## config.mk

```make
export PLATFORM = sky130hd
export DESIGN_NAME = pipe_hazard_ctrl
export DESIGN_NICKNAME = d
export VERILOG_FILES = /design/src/rtl/pipe_hazard_ctrl_pkg.sv /design/src/rtl/pipe_hazard_ctrl_hazard_detect.sv /design/src/rtl/pipe_hazard_ctrl.sv
export SDC_FILE = /design/constraint.sdc
export NUM_CORES = 1
export LEC_CHECK = 0
export BUFFER_PORTS_ARGS = -buffer_cell sky130_fd_sc_hd__buf_4
export CAP_MARGIN = 25
export CORE_UTILIZATION = 25
export CTS_CLUSTER_DIAMETER = 150
export DETAILED_ROUTE_END_ITERATION = 8
export GPL_ROUTABILITY_DRIVEN = 0
export GPL_TIMING_DRIVEN = 0
export SETUP_SLACK_MARGIN = 0.4
export SLEW_MARGIN = 10
export SYNTH_ARGS = -nofsm -noshare
export SYNTH_HDL_FRONTEND = slang
export SYNTH_SLANG_ARGS = --single-unit
```

## constraint.sdc

```tcl
create_clock -name clk -period 1 [get_ports clk]
set_input_delay 0.05 -clock clk [delete_from_list [all_inputs] [get_ports clk]]
set_output_delay 0.05 -clock clk [all_outputs]
set_load 0.1 [all_outputs]
```

## src/rtl/pipe_hazard_ctrl_pkg.sv

```systemverilog
// Shared encodings for the pipeline hazard/sequencing controller.
package pipe_hazard_ctrl_pkg;

  typedef enum logic [1:0] {
    S_RUN      = 2'd0,
    S_RET      = 2'd1,
    S_INT_PUSH = 2'd2,
    S_INT_VEC  = 2'd3
  } hz_state_e;

  localparam logic [1:0] PC_SEQ = 2'b00;
  localparam logic [1:0] PC_BR  = 2'b01;
  localparam logic [1:0] PC_RET = 2'b10;
  localparam logic [1:0] PC_VEC = 2'b11;

endpackage

```

## src/rtl/pipe_hazard_ctrl_hazard_detect.sv

```systemverilog
// Load-use compare: EX load target against the ID source fields.
module hazard_detect #(
  parameter int REG_AW = 2
) (
  input  logic              i_rd_en_E,
  input  logic [REG_AW-1:0] i_rd_E,
  input  logic [REG_AW-1:0] i_ra_D,
  input  logic [REG_AW-1:0] i_rb_D,
  input  logic              i_use_ra_D,
  input  logic              i_use_rb_D,
  output logic              o_load_use
);

  logic w_hit_a;
  logic w_hit_b;

  assign w_hit_a    = i_use_ra_D && (i_rd_E == i_ra_D);
  assign w_hit_b    = i_use_rb_D && (i_rd_E == i_rb_D);
  assign o_load_use = i_rd_en_E && (w_hit_a || w_hit_b);

endmodule

```

## src/rtl/pipe_hazard_ctrl.sv

```systemverilog
// Stall/flush/PC-select sequencer for load-use, branch, RET and interrupts.
module pipe_hazard_ctrl
  import pipe_hazard_ctrl_pkg::*;
#(
  parameter int RET_WAIT = 2,
  parameter int REG_AW   = 2
) (
  input  logic              clk,
  input  logic              reset,
  input  logic              rd_en_E,
  input  logic [REG_AW-1:0] rd_E,
  input  logic [REG_AW-1:0] RA_D,
  input  logic [REG_AW-1:0] RB_D,
  input  logic              use_ra_D,
  input  logic              use_rb_D,
  input  logic              branch_taken_E,
  input  logic              is_ret_M,
  input  logic              intr_req,
  output logic              stall_F,
  output logic              stall_D,
  output logic              flush_D,
  output logic              flush_E,
  output logic [1:0]        pc_sel,
  output logic              int_push,
  output logic              intr_ack
);

  localparam int CW = (RET_WAIT > 1) ? $clog2(RET_WAIT) : 1;

  hz_state_e r_state;
  hz_state_e w_state_nxt;
  logic [CW-1:0] r_ret_cnt;
  logic [CW-1:0] w_ret_cnt_nxt;
  logic r_intr_pending;
  logic r_intr_q;
  logic r_intr_ack;
  logic w_load_use;
  logic w_intr_rise;

  hazard_detect #(.REG_AW(REG_AW)) u_hd (
    .i_rd_en_E  (rd_en_E),
    .i_rd_E     (rd_E),
    .i_ra_D     (RA_D),
    .i_rb_D     (RB_D),
    .i_use_ra_D (use_ra_D),
    .i_use_rb_D (use_rb_D),
    .o_load_use (w_load_use)
  );

  assign w_intr_rise = intr_req && !r_intr_q;
  assign intr_ack    = r_intr_ack;

  always_ff @(posedge clk) begin
    if (!reset) begin
      r_state        <= S_RUN;
      r_ret_cnt      <= '0;
      r_intr_pending <= 1'b0;
      r_intr_q       <= 1'b0;
      r_intr_ack     <= 1'b0;
    end else begin
      r_state    <= w_state_nxt;
      r_ret_cnt  <= w_ret_cnt_nxt;
      r_intr_q   <= intr_req;
      r_intr_ack <= (r_state == S_INT_VEC);
      // a fresh edge beats the clear in S_INT_VEC
      if (w_intr_rise)
        r_intr_pending <= 1'b1;
      else if (r_state == S_INT_VEC)
        r_intr_pending <= 1'b0;
    end
  end

  always_comb begin
    stall_F       = 1'b0;
    stall_D       = 1'b0;
    flush_D       = 1'b0;
    flush_E       = 1'b0;
    pc_sel        = PC_SEQ;
    int_push      = 1'b0;
    w_state_nxt   = r_state;
    w_ret_cnt_nxt = r_ret_cnt;
    if (!reset) begin
      flush_D     = 1'b1;
      flush_E     = 1'b1;
      w_state_nxt = S_RUN;
    end else begin
      unique case (r_state)
        S_RUN: begin
          if (is_ret_M) begin
            stall_F       = 1'b1;
            flush_D       = 1'b1;
            flush_E       = 1'b1;
            w_state_nxt   = S_RET;
            w_ret_cnt_nxt = CW'(RET_WAIT - 1);
          end else if (branch_taken_E) begin
            pc_sel  = PC_BR;
            flush_D = 1'b1;
            flush_E = 1'b1;
          end else if (w_load_use) begin
            stall_F = 1'b1;
            stall_D = 1'b1;
            flush_E = 1'b1;
          end else if (r_intr_pending) begin
            w_state_nxt = S_INT_PUSH;
          end
        end
        S_RET: begin
          stall_F = 1'b1;
          flush_D = 1'b1;
          flush_E = 1'b1;
          if (r_ret_cnt == '0) begin
            stall_F     = 1'b0;
            pc_sel      = PC_RET;
            w_state_nxt = S_RUN;
          end else begin
            w_ret_cnt_nxt = r_ret_cnt - 1'b1;
          end
        end
        S_INT_PUSH: begin
          stall_F     = 1'b1;
          stall_D     = 1'b1;
          flush_E     = 1'b1;
          int_push    = 1'b1;
          w_state_nxt = S_INT_VEC;
        end
        S_INT_VEC: begin
          pc_sel      = PC_VEC;
          flush_D     = 1'b1;
          flush_E     = 1'b1;
          w_state_nxt = S_RUN;
        end
        default: w_state_nxt = S_RUN;
      endcase
    end
  end

  a_no_ret_outside_run : assert property (
    @(posedge clk) disable iff (!reset)
    (r_state != S_RUN) |-> !is_ret_M
  );

endmodule

```

## Word level (Yosys, flattened, before mapping)

Index checks and enable logic that the tools add are counted.

| word-level totals | value |
|---|---|
| memories kept | 0 |
| latch bits | 0 |
| output and inout bits | 8 |
| ROM bits | 0 |
| RAM bits | 0 |
| register bits | 6 |

| operators by class | value |
|---|---|
| multiplexer cells | 35 |
| divide/modulo/power cells | 0 |
| add/sub/neg operators | 1 |
| bitwise logic cells | 0 |
| order comparisons | 0 |
| equal/unequal tests | 10 |
| shift operators | 0 |
| reduce and logical (&&, ||, !) cells | 13 |
| multiply operators | 0 |

Operator list:

| operator | number |
|---|---|
| 2-to-1 mux 1 bit | 21 |
| 2-to-1 mux 2 bit | 7 |
| inequality test 3 bit (second input constant) | 3 |
| case mux 1 bit (2 select lines) | 4 |
| case mux 2 bit (4 select lines) | 1 |
| case mux 2 bit (3 select lines) | 1 |
| == test 2 bit | 2 |
| == test 2 bit (second input constant) | 2 |
| logical AND 1 bit | 4 |
| inequality test 2 bit (second input constant) | 2 |
| AND reduction 4 bit | 1 |
| nonzero test 2 bit | 2 |
| case mux 1 bit (3 select lines) | 1 |
| OR reduction 3 bit | 1 |
| == test 2 x 1 -> 1 bit (second input constant) | 1 |
| logical NOT 2 bit | 1 |
| AND reduction 2 bit | 1 |
| OR reduction 2 bit | 1 |
| logical NOT 1 bit | 1 |
| logical OR 1 bit | 1 |
| subtractor 1 bit (second input constant) | 1 |

## Depth between registers and ports, before layout

Gate-level depths: netlist of run 1.

| depth | value |
|---|---|
| word-level depth | 9 |
| depth in mapped cells | 4 |
| depth with buffers taken out | 4 |

## Hierarchy

From an unflattened synthesis of run 1, not the netlist that was laid out.

| second synthesis, totals | value |
|---|---|
| cell total of the unflattened synthesis | 46 |
| area total of the unflattened synthesis | 360.3 um2 |

By module, submodules not included:

| module | area an instance (um2) | instances | cells each |
|---|---|---|---|
| pipe_hazard_ctrl | 301.5 | 1 | 37 |
| hazard_detect | 58.8 | 1 | 9 |

## Worst setup path before layout of run 1

OpenSTA, ideal clock, no wires.

| timing path | value |
|---|---|
| path type | register to output |
| from | reg r_state[1] |
| to | out flush_D |
| cell stages (with the launch flop) | 2 |
| path slack | -1.511 ns |
| arrival time | 2.461 ns |
| path buffers | 0 |
| data required time | 0.950 ns |
| cells stage by stage | dfxtp_1 > o21ai_0 |

| on the way | value |
|---|---|
| word-level cells in the longest chain between the ends | 4 |
| elaborated cells between the ends (all ways) | 6 |
| classes of those cells | eq/ne: 2; mux: 2; reduce/logical: 2 |

RTL lines:

| item | RTL line | source |
|---|---|---|
| start: declaration | pipe_hazard_ctrl.sv:30 | `hz_state_e r_state;` |
| start signal: assignment | pipe_hazard_ctrl.sv:61 | `r_state <= w_state_nxt;` |
| == test 2 bit or == test 2 x 1 -> 1 bit (tied branches) | pipe_hazard_ctrl.sv:87 | `unique case (r_state)` |
| OR reduction 2 bit (no source line) | n/a |  |
| case mux 1 bit (2 select lines) (*) | pipe_hazard_ctrl.sv:87 |  |
| 2-to-1 mux 1 bit (*) | pipe_hazard_ctrl.sv:82 | `if (!reset) begin` |
| end: declaration | pipe_hazard_ctrl.sv:21 | `output logic flush_D,` |

Mark *: on every way between the ends. The rest lies on a longest branch, timed or not.

## Final worst setup path of run 1

| timing path | value |
|---|---|
| from | reg r_state[1] |
| to | out stall_F |

| on the way | value |
|---|---|
| word-level cells in the longest chain between the ends | 3 |
| elaborated cells between the ends (all ways) | 5 |
| classes of those cells | eq/ne: 2; mux: 2; reduce/logical: 1 |

RTL lines:

| item | RTL line | source |
|---|---|---|
| == test 2 bit, or another cell as far along | pipe_hazard_ctrl.sv:87 |  |
| case mux 1 bit (3 select lines) (*) | pipe_hazard_ctrl.sv:87 |  |
| 2-to-1 mux 1 bit (*) | pipe_hazard_ctrl.sv:82 |  |
| end: declaration | pipe_hazard_ctrl.sv:19 | `output logic stall_F,` |

Marks and branches as above.

==> impl_metrics.csv, run 1 <==
group,metric,value,unit
layout,multi_input_area,290,um2
setup_path,cell_breakdown_of_the_critical_path,"nand3b_1 > o21a_1 > nor2_2 > a41o_4 > buf_12",
routing,dr_total_vias,469,
setup_path,worstSetupEndpointType,"output port",
setup_path,worst_ep_required_time,0.95,ns
setup_path,critPathSlowestCell,"sky130_fd_sc_hd__dfxtp_4",
global_route,grtUsageTotal,0.208,
cts,clk_latency,0.26,ns
timing,slew_headroom,0.675,
run,max_cap_violations,0,
layout,final_net_count,96,
timing,worst_pin_slew,0.485,ns
routing,final_ant_viol_nets,0,
routing,met3_length,70,um
synth,synthDistinctLibCells,20,
floorplan,effective_utilization_at_floorplan,0.285,
setup_path,max_incr_delay_on_cp,0.38,ns
power,total_leakage_power,0.378,nW
setup_path,timing.critical_path.fanout_max,5,
cts,cts_h_tree_depth,1,
synth,netlist.area_leader.share,0.356,
routing,post_route_drc,0,
synth,synth_area,338,um2
power,vdd_drop_max,0.755,mV
timing,setup_ws,-0.413,ns
layout,areaGrowthSynthToFinish,153,%
synth,syn-mean-instance-area,7.86,um2
cts,tritoncts.num_buffers,3,
setup_path,cp.buffers_inverters,1,
layout,num-fill-cells,83,
timing,layout_worst_path_cycle_share,1.41,
cts,clock_tree.buffer_depth,2,
floorplan,die_h,38.8,um
setup_path,type_of_the_setup_path_with_the_least_slack,"reg2out",
timing,hold_viol_final,0,
routing,routed_wirelength,1.35,mm
routing,route.detailed.vias_per_inst,4.94,
synth,mappedNetlistNets,57,
floorplan,pin_count,22,
synth,synth-seq-area-share,0.356,
timing,fmax,0.708,GHz
run_status,violations_in_the_final_reports,"setup timing",
floorplan,core_area,1190,um2
layout,regArea,133,um2
global_route,antenna_found_initial,0,
timing,totalNegativeSetupSlack,-2.26,ns
min_path,hp-class,"in2reg",
setup_path,timing.critical_path.from_type,"flop",
setup_path,kind_of_cell_with_the_highest_combined_delay_on_the_critical_path,"compound AO/OA/AOI/OAI gates",
synth,ys_ff_latch,6,
routing,dr.pass1.iters,4,
routing,initialDrtViolationCount,18,
global_route,grt_first_pass_wirelength,2.04,mm
synth,synth.area.top_cells,"sky130_fd_sc_hd__dfxtp_1 36%, sky130_fd_sc_hd__xnor2_1 7.8%, sky130_fd_sc_hd__nor2_1 6.7%, sky130_fd_sc_hd__inv_1 5.6%, sky130_fd_sc_hd__a21oi_1 4.4%",
timing,fin_worst_skew,0.0103,ns
placement,pre_cts_ws,-0.375,ns
power,fin_total_pwr,913,uW
layout,insertedDiodeCount,0,
timing,grt_setup_unrepaired,"true",
synth,netlist.top_cell.by_area,"sky130_fd_sc_hd__dfxtp_1",
run_status,status,"finished, violations left",
routing,routedWlPerCell,14.2,um
power,power-per-cell-area,1070,nW/um2
global_route,grt_max_degree,7,
global_route,globalRoute.totalOverflow,0,
cts,cts_tree,"yes",
timing,final_worst_hold_slack,0.0107,ns
cts,clock-sinks,6,
cts,post_cts_hold_fix_bufs,0,
synth,netlist_instances,43,
routing,highest_layer,"met4",
placement,io_buffer_count,21,
synth,synthesis.yosys.warnings,0,
routing,dr_wl_met2,677,um
layout,post-route-util,0.720,
timing,finalSetupViolations,8,
cts,root_buf_cell,"sky130_fd_sc_hd__clkbuf_4",
floorplan,die-width,38.8,um
floorplan,die_area,1500,um2
routing,wl_met1,584,um
timing,final_max_slew_viol_count,0,
setup_path,timing.critical_path.arrival,1.36,ns
placement,dp_hpwl,706,um
cts,path_clk_slew,0.06,ns
timing,period_needed,1.41,ns
floorplan,std_cell_rows,12,
layout,post_route_cells_drive_above_1_share,0.728,
global_route,grt_pass1_vias,435,
## flip-flops by register name (all words and copies together), names as in the netlist
name and count:
r_state 2, intr_ack 1, r_intr_pending 1, r_intr_q 1, r_ret_cnt 1
## cells by family (layout without fill, tap and decap cells)
kind of cell / after synthesis / in the layout / synth area share
AO/OA/AOI/OAI: 11 / 11 / 0.215
buffers and inverters: 5 / 43 / 0.0556
flip-flops: 6 / 6 / 0.356
AND/OR/NAND/NOR: 17 / 17 / 0.270
XOR/XNOR: 4 / 4 / 0.104
## cell usage in the layout, fill, tap and decap left out, types with 2 or more instances in the layout
cell	instances
sky130_fd_sc_hd__inv_2	2
sky130_fd_sc_hd__nor2_2	2
sky130_fd_sc_hd__nand2_4	2
sky130_fd_sc_hd__xnor2_1	3
sky130_fd_sc_hd__nand3b_1	2
sky130_fd_sc_hd__buf_6	6
sky130_fd_sc_hd__dfxtp_4	3
sky130_fd_sc_hd__nor2_1	3
sky130_fd_sc_hd__inv_1	2
sky130_fd_sc_hd__buf_4	21
sky130_fd_sc_hd__o21ai_2	2
sky130_fd_sc_hd__a21oi_2	2
sky130_fd_sc_hd__clkbuf_4	3
sky130_fd_sc_hd__dfxtp_1	2
sky130_fd_sc_hd__buf_12	7
## area by class of cell
cell class	count	area share
tap	14	0.0205
clock buffer	4	0.0307
multi-input combinational	32	0.340
inverter	5	0.0264
timing repair buffer	34	0.428
sequential	6	0.155
## per-layer routing
| metal | GRT usage | up-vias |
|---|---|---|
| met5 | 0 | - |
| met4 | 0.0603 | 0 |
| met3 | 0.0925 | 4 |
| met2 | 0.346 | 17 |
| met1 | 0.235 | 222 |
| li1 | - | 226 |
## power by group
part | internal [mW] | switching [mW] | leakage, nW
sequential | 0.250 | 0.0158 | 0.0520
combinational | 0.173 | 0.208 | 0.312
clock | 0.153 | 0.115 | 0.0150
## final timing paths
kind,from,to,slack [ns],cells after the start
worst max-delay path,r_state[1],stall_F,-0.41,5
worst min-delay path,intr_req,r_intr_q,0.01,2
worst max register to register,r_state[0],r_intr_pending,-0.11,6
worst min register to register,r_intr_pending,r_state[1],0.48,2
## synth_stat cells, drive strengths merged
library cell	instances
a41o	1
a211oi	1
nand3	2
nand4b	1
nand3b	2
a21oi	3
xnor2	3
a31o	1
nand2	2
nand4	1
o21a	1
nor2	6
dfxtp	6
nor2b	2
inv	5
o21ai	4
and2	1
xor2	1
## through the flow
stage,instance area (um2),instances
after detailed placement,584,78
final,855,95
after floorplan,409,43
after global placement,584,78
after global routing,855,95
after CTS,805,90
## worst reg2reg max path: cells and delay by family, from the launching register on
family	cells	cell delay, ns
buffers and inverters	3	0.38
flip-flops	1	0.37
AND/OR/NAND/NOR	2	0.11
AO/OA/AOI/OAI	1	0.12
## repair_timing
| item | in CTS | in global routing |
|---|---|---|
| endpoints found under the setup margin | 13 | 13 |
| buffers inserted | 8 | 5 |
| resized for setup | 36 | 3 |
| pin swaps | 3 | 3 |
Note: power is estimated with default switching activity, not from simulation.
==> run 2, diff against run 1 <==
Settings changed: REMOVE_ABC_BUFFERS set to 1.
==> run 2 against run 1 <==
  * The run still ends with setup timing left
  * Clock skew is 0.0060 ns lower
  * Power is 12% lower
  * Clock-buffer cell count is 1 lower
  * First-iteration DRC count is 50% lower
  * Global-route usage is 5.8 points lower
  * Clock power is 15% lower
  * Largest power group unchanged
  * Sequential share of layout area is 2.7 points higher
  * Via count is 16% lower
  * Wire length is 28% lower
  * Die area stayed put
  * Worst setup slack better by 0.040 ns
==> impl_metrics.csv, run 2 (synthesis results as in run 1) <==
group,metric,value,unit
min_path,hold-path-cell-count,2,
power,p_seq_frac,0.334,
timing,final_max_slew_viol_count,0,
routing,routed_wirelength,972,um
timing,worst_pin_slew,0.437,ns
timing,slew_headroom,0.708,
setup_path,worst_ep_required_time,0.95,ns
placement,dp_hpwl,659,um
run,max_cap_violations,0,
cts,clk_latency,0.25,ns
layout,insertedDiodeCount,0,
power,total_leakage_power,0.320,nW
power,p_switching,282,uW
layout,layout_commonest_cell,"sky130_fd_sc_hd__buf_4",
floorplan,die_area,1500,um2
setup_path,rrSetupSlack,0.11,ns
routing,route.detailed.vias_per_inst,4.71,
run_status,violations_in_the_final_reports,"setup timing",
global_route,grt_pass1_vias,364,
cts,clock_tree.buffer_depth,2,
power,power.switching_fraction,0.351,
routing,routedWlPerCell,11.6,um
floorplan,die-width,38.8,um
layout,areaGrowthSynthToFinish,109,%
power,share_clk_of_total_power,0.282,
timing,totalNegativeSetupSlack,-1.80,ns
layout,largest_register_ffs,2,
run_status,status,"finished, violations left",
timing,finalSetupViolations,7,
setup_path,rr_startpoint,"r_state[1]",
floorplan,die_h,38.8,um
floorplan,effective_utilization_at_floorplan,0.285,
timing,layout_worst_path_cycle_share,1.37,
placement,io_buffer_count,21,
layout,final_cell_mix,"14 x sky130_fd_sc_hd__buf_4, 6 x sky130_fd_sc_hd__buf_12, 4 x sky130_fd_sc_hd__nor2_1, 4 x sky130_fd_sc_hd__buf_6",
setup_path,ff2ff_path_depth,4,
cts,tritoncts.num_buffers,3,
power,vdd_drop_max,0.760,mV
placement,placedInstanceArea,513,um2
routing,post_route_drc,0,
setup_path,type_of_the_setup_path_with_the_least_slack,"reg2out",
floorplan,pin_count,22,
setup_path,timing.critical_path.arrival,1.32,ns
placement,placedCellCount,78,
global_route,grtUsageTotal,0.149,
cts,root_buf_cell,"sky130_fd_sc_hd__clkbuf_4",
layout,post-route-util,0.595,
layout,final_net_count,86,
cts,cts_tree,"yes",
layout,post_route_cells_drive_above_1_share,0.586,
global_route,antenna_found_initial,0,
power,cell_int_power,521,uW
routing,final_ant_viol_nets,0,
setup_path,timing.critical_path.fanout_max,4,
timing,hold_viol_final,0,
floorplan,core_area,1190,um2
layout,layoutNonFillerInstCount,84,
setup_path,max_incr_delay_on_cp,0.37,ns
min_path,hold_path.startpoint,"intr_req",
routing,dr.pass1.iters,4,
power,comb_power_share,0.385,
min_path,timing.hold.worst_endpoint,"r_intr_q",
timing,fmax,0.729,GHz
cts,path_clk_slew,0.04,ns
power,fin_total_pwr,804,uW
setup_path,timing.critical_path.from_type,"flop",
setup_path,critPathSlowestCell,"sky130_fd_sc_hd__dfxtp_4",
timing,setup_ws,-0.373,ns
global_route,grt_first_pass_wirelength,1.50,mm
power,power-per-cell-area,1140,nW/um2
floorplan,std_cell_rows,12,
timing,grt_setup_unrepaired,"true",
routing,dr_total_vias,396,
min_path,hp-class,"in2reg",
global_route,grt_max_degree,8,
cts,clock-sinks,6,
timing,fin_worst_skew,0.00425,ns
global_route,globalRoute.totalOverflow,0,
cts,cts_h_tree_depth,1,
setup_path,cell_breakdown_of_the_critical_path,"nand3b_1 > o21a_1 > nor2_2 > a41o_1 > buf_12",
timing,period_needed,1.37,ns
setup_path,timing.rr.end,"r_intr_pending",
setup_path,worstSetupEndpointType,"output port",
layout,largest-register,"r_state",
layout,post-route-cell-area,706,um2
routing,initialDrtViolationCount,9,
-- run 2: final cells by class --
class / instances / area, um2
Clock buffer: 3 / 22.5
Fill cell: 114 / 480
Inverter: 5 / 18.8
Multi-Input combinational cell: 32 / 248
Sequential cell: 6 / 129
Tap cell: 14 / 17.5
Timing Repair Buffer: 24 / 270
-- run 2: worst max-delay path: cells and delay by family (launching register included) --
family / cells / cell delay, ns
AOI/OAI and AO/OA: 2 / 0.37
buffers and inverters: 1 / 0.17
DFF: 1 / 0.37
and+or+nand+nor: 2 / 0.16
-- run 2: how the worst max path moves through the flow --
| stage | start | to | cells after the start |
|---|---|---|---|
| detailed placement | r_state[1] | stall_F | 5 |
| finish | r_state[1] | stall_F | 5 |
| CTS | r_state[1] | stall_F | 5 |
| floorplan | r_state[1] | flush_D | 1 |
| global route | r_state[1] | stall_F | 5 |
| global placement | r_state[1] | stall_F | 5 |
-- run 2: stage by stage --
| step | setup slack, ns | hold WS (ns) |
|---|---|---|
| after floorplan | -1.51 | 0.172 |
| after global placement | -0.244 | 0.269 |
| after detailed placement | -0.232 | 0.272 |
| after CTS | -0.362 | 0.0182 |
| after global routing | -0.428 | 0.00690 |
| final | -0.373 | 0.0214 |
-- run 2: metal layers --
| metal | share of wire | GRT usage | vias up | wire length, um |
|---|---|---|---|---|
| li1 | - | - | 202 | - |
| met1 | 0.46 | 0.188 | 184 | 446 |
| met2 | 0.48 | 0.221 | 10 | 471 |
| met3 | 0.056 | 0.104 | 0 | 54 |
| met4 | 0 | 0 | 0 | 0 |
| met5 | 0 | 0 | - | 0 |
-- run 2: repair_timing --
action	4_1_cts	5_1_grt
endpoints found under the hold margin	0	0
pin swaps	4	0
hold buffers	0	0
gates resized for setup	39	3
setup buffers	3	0
endpoints found under the setup margin	13	13
-- run 2: power groups by stage --
stage	Combinational (mW)	Sequential (mW)	Clock (mW)
3_3_place_gp	0.239	0.270	0
6_report	0.309	0.268	0.227
3_5_place_dp	0.238	0.271	0
5_1_grt	0.326	0.269	0.256
4_1_cts	0.303	0.267	0.243
2_1_floorplan	0.162	0.269	0
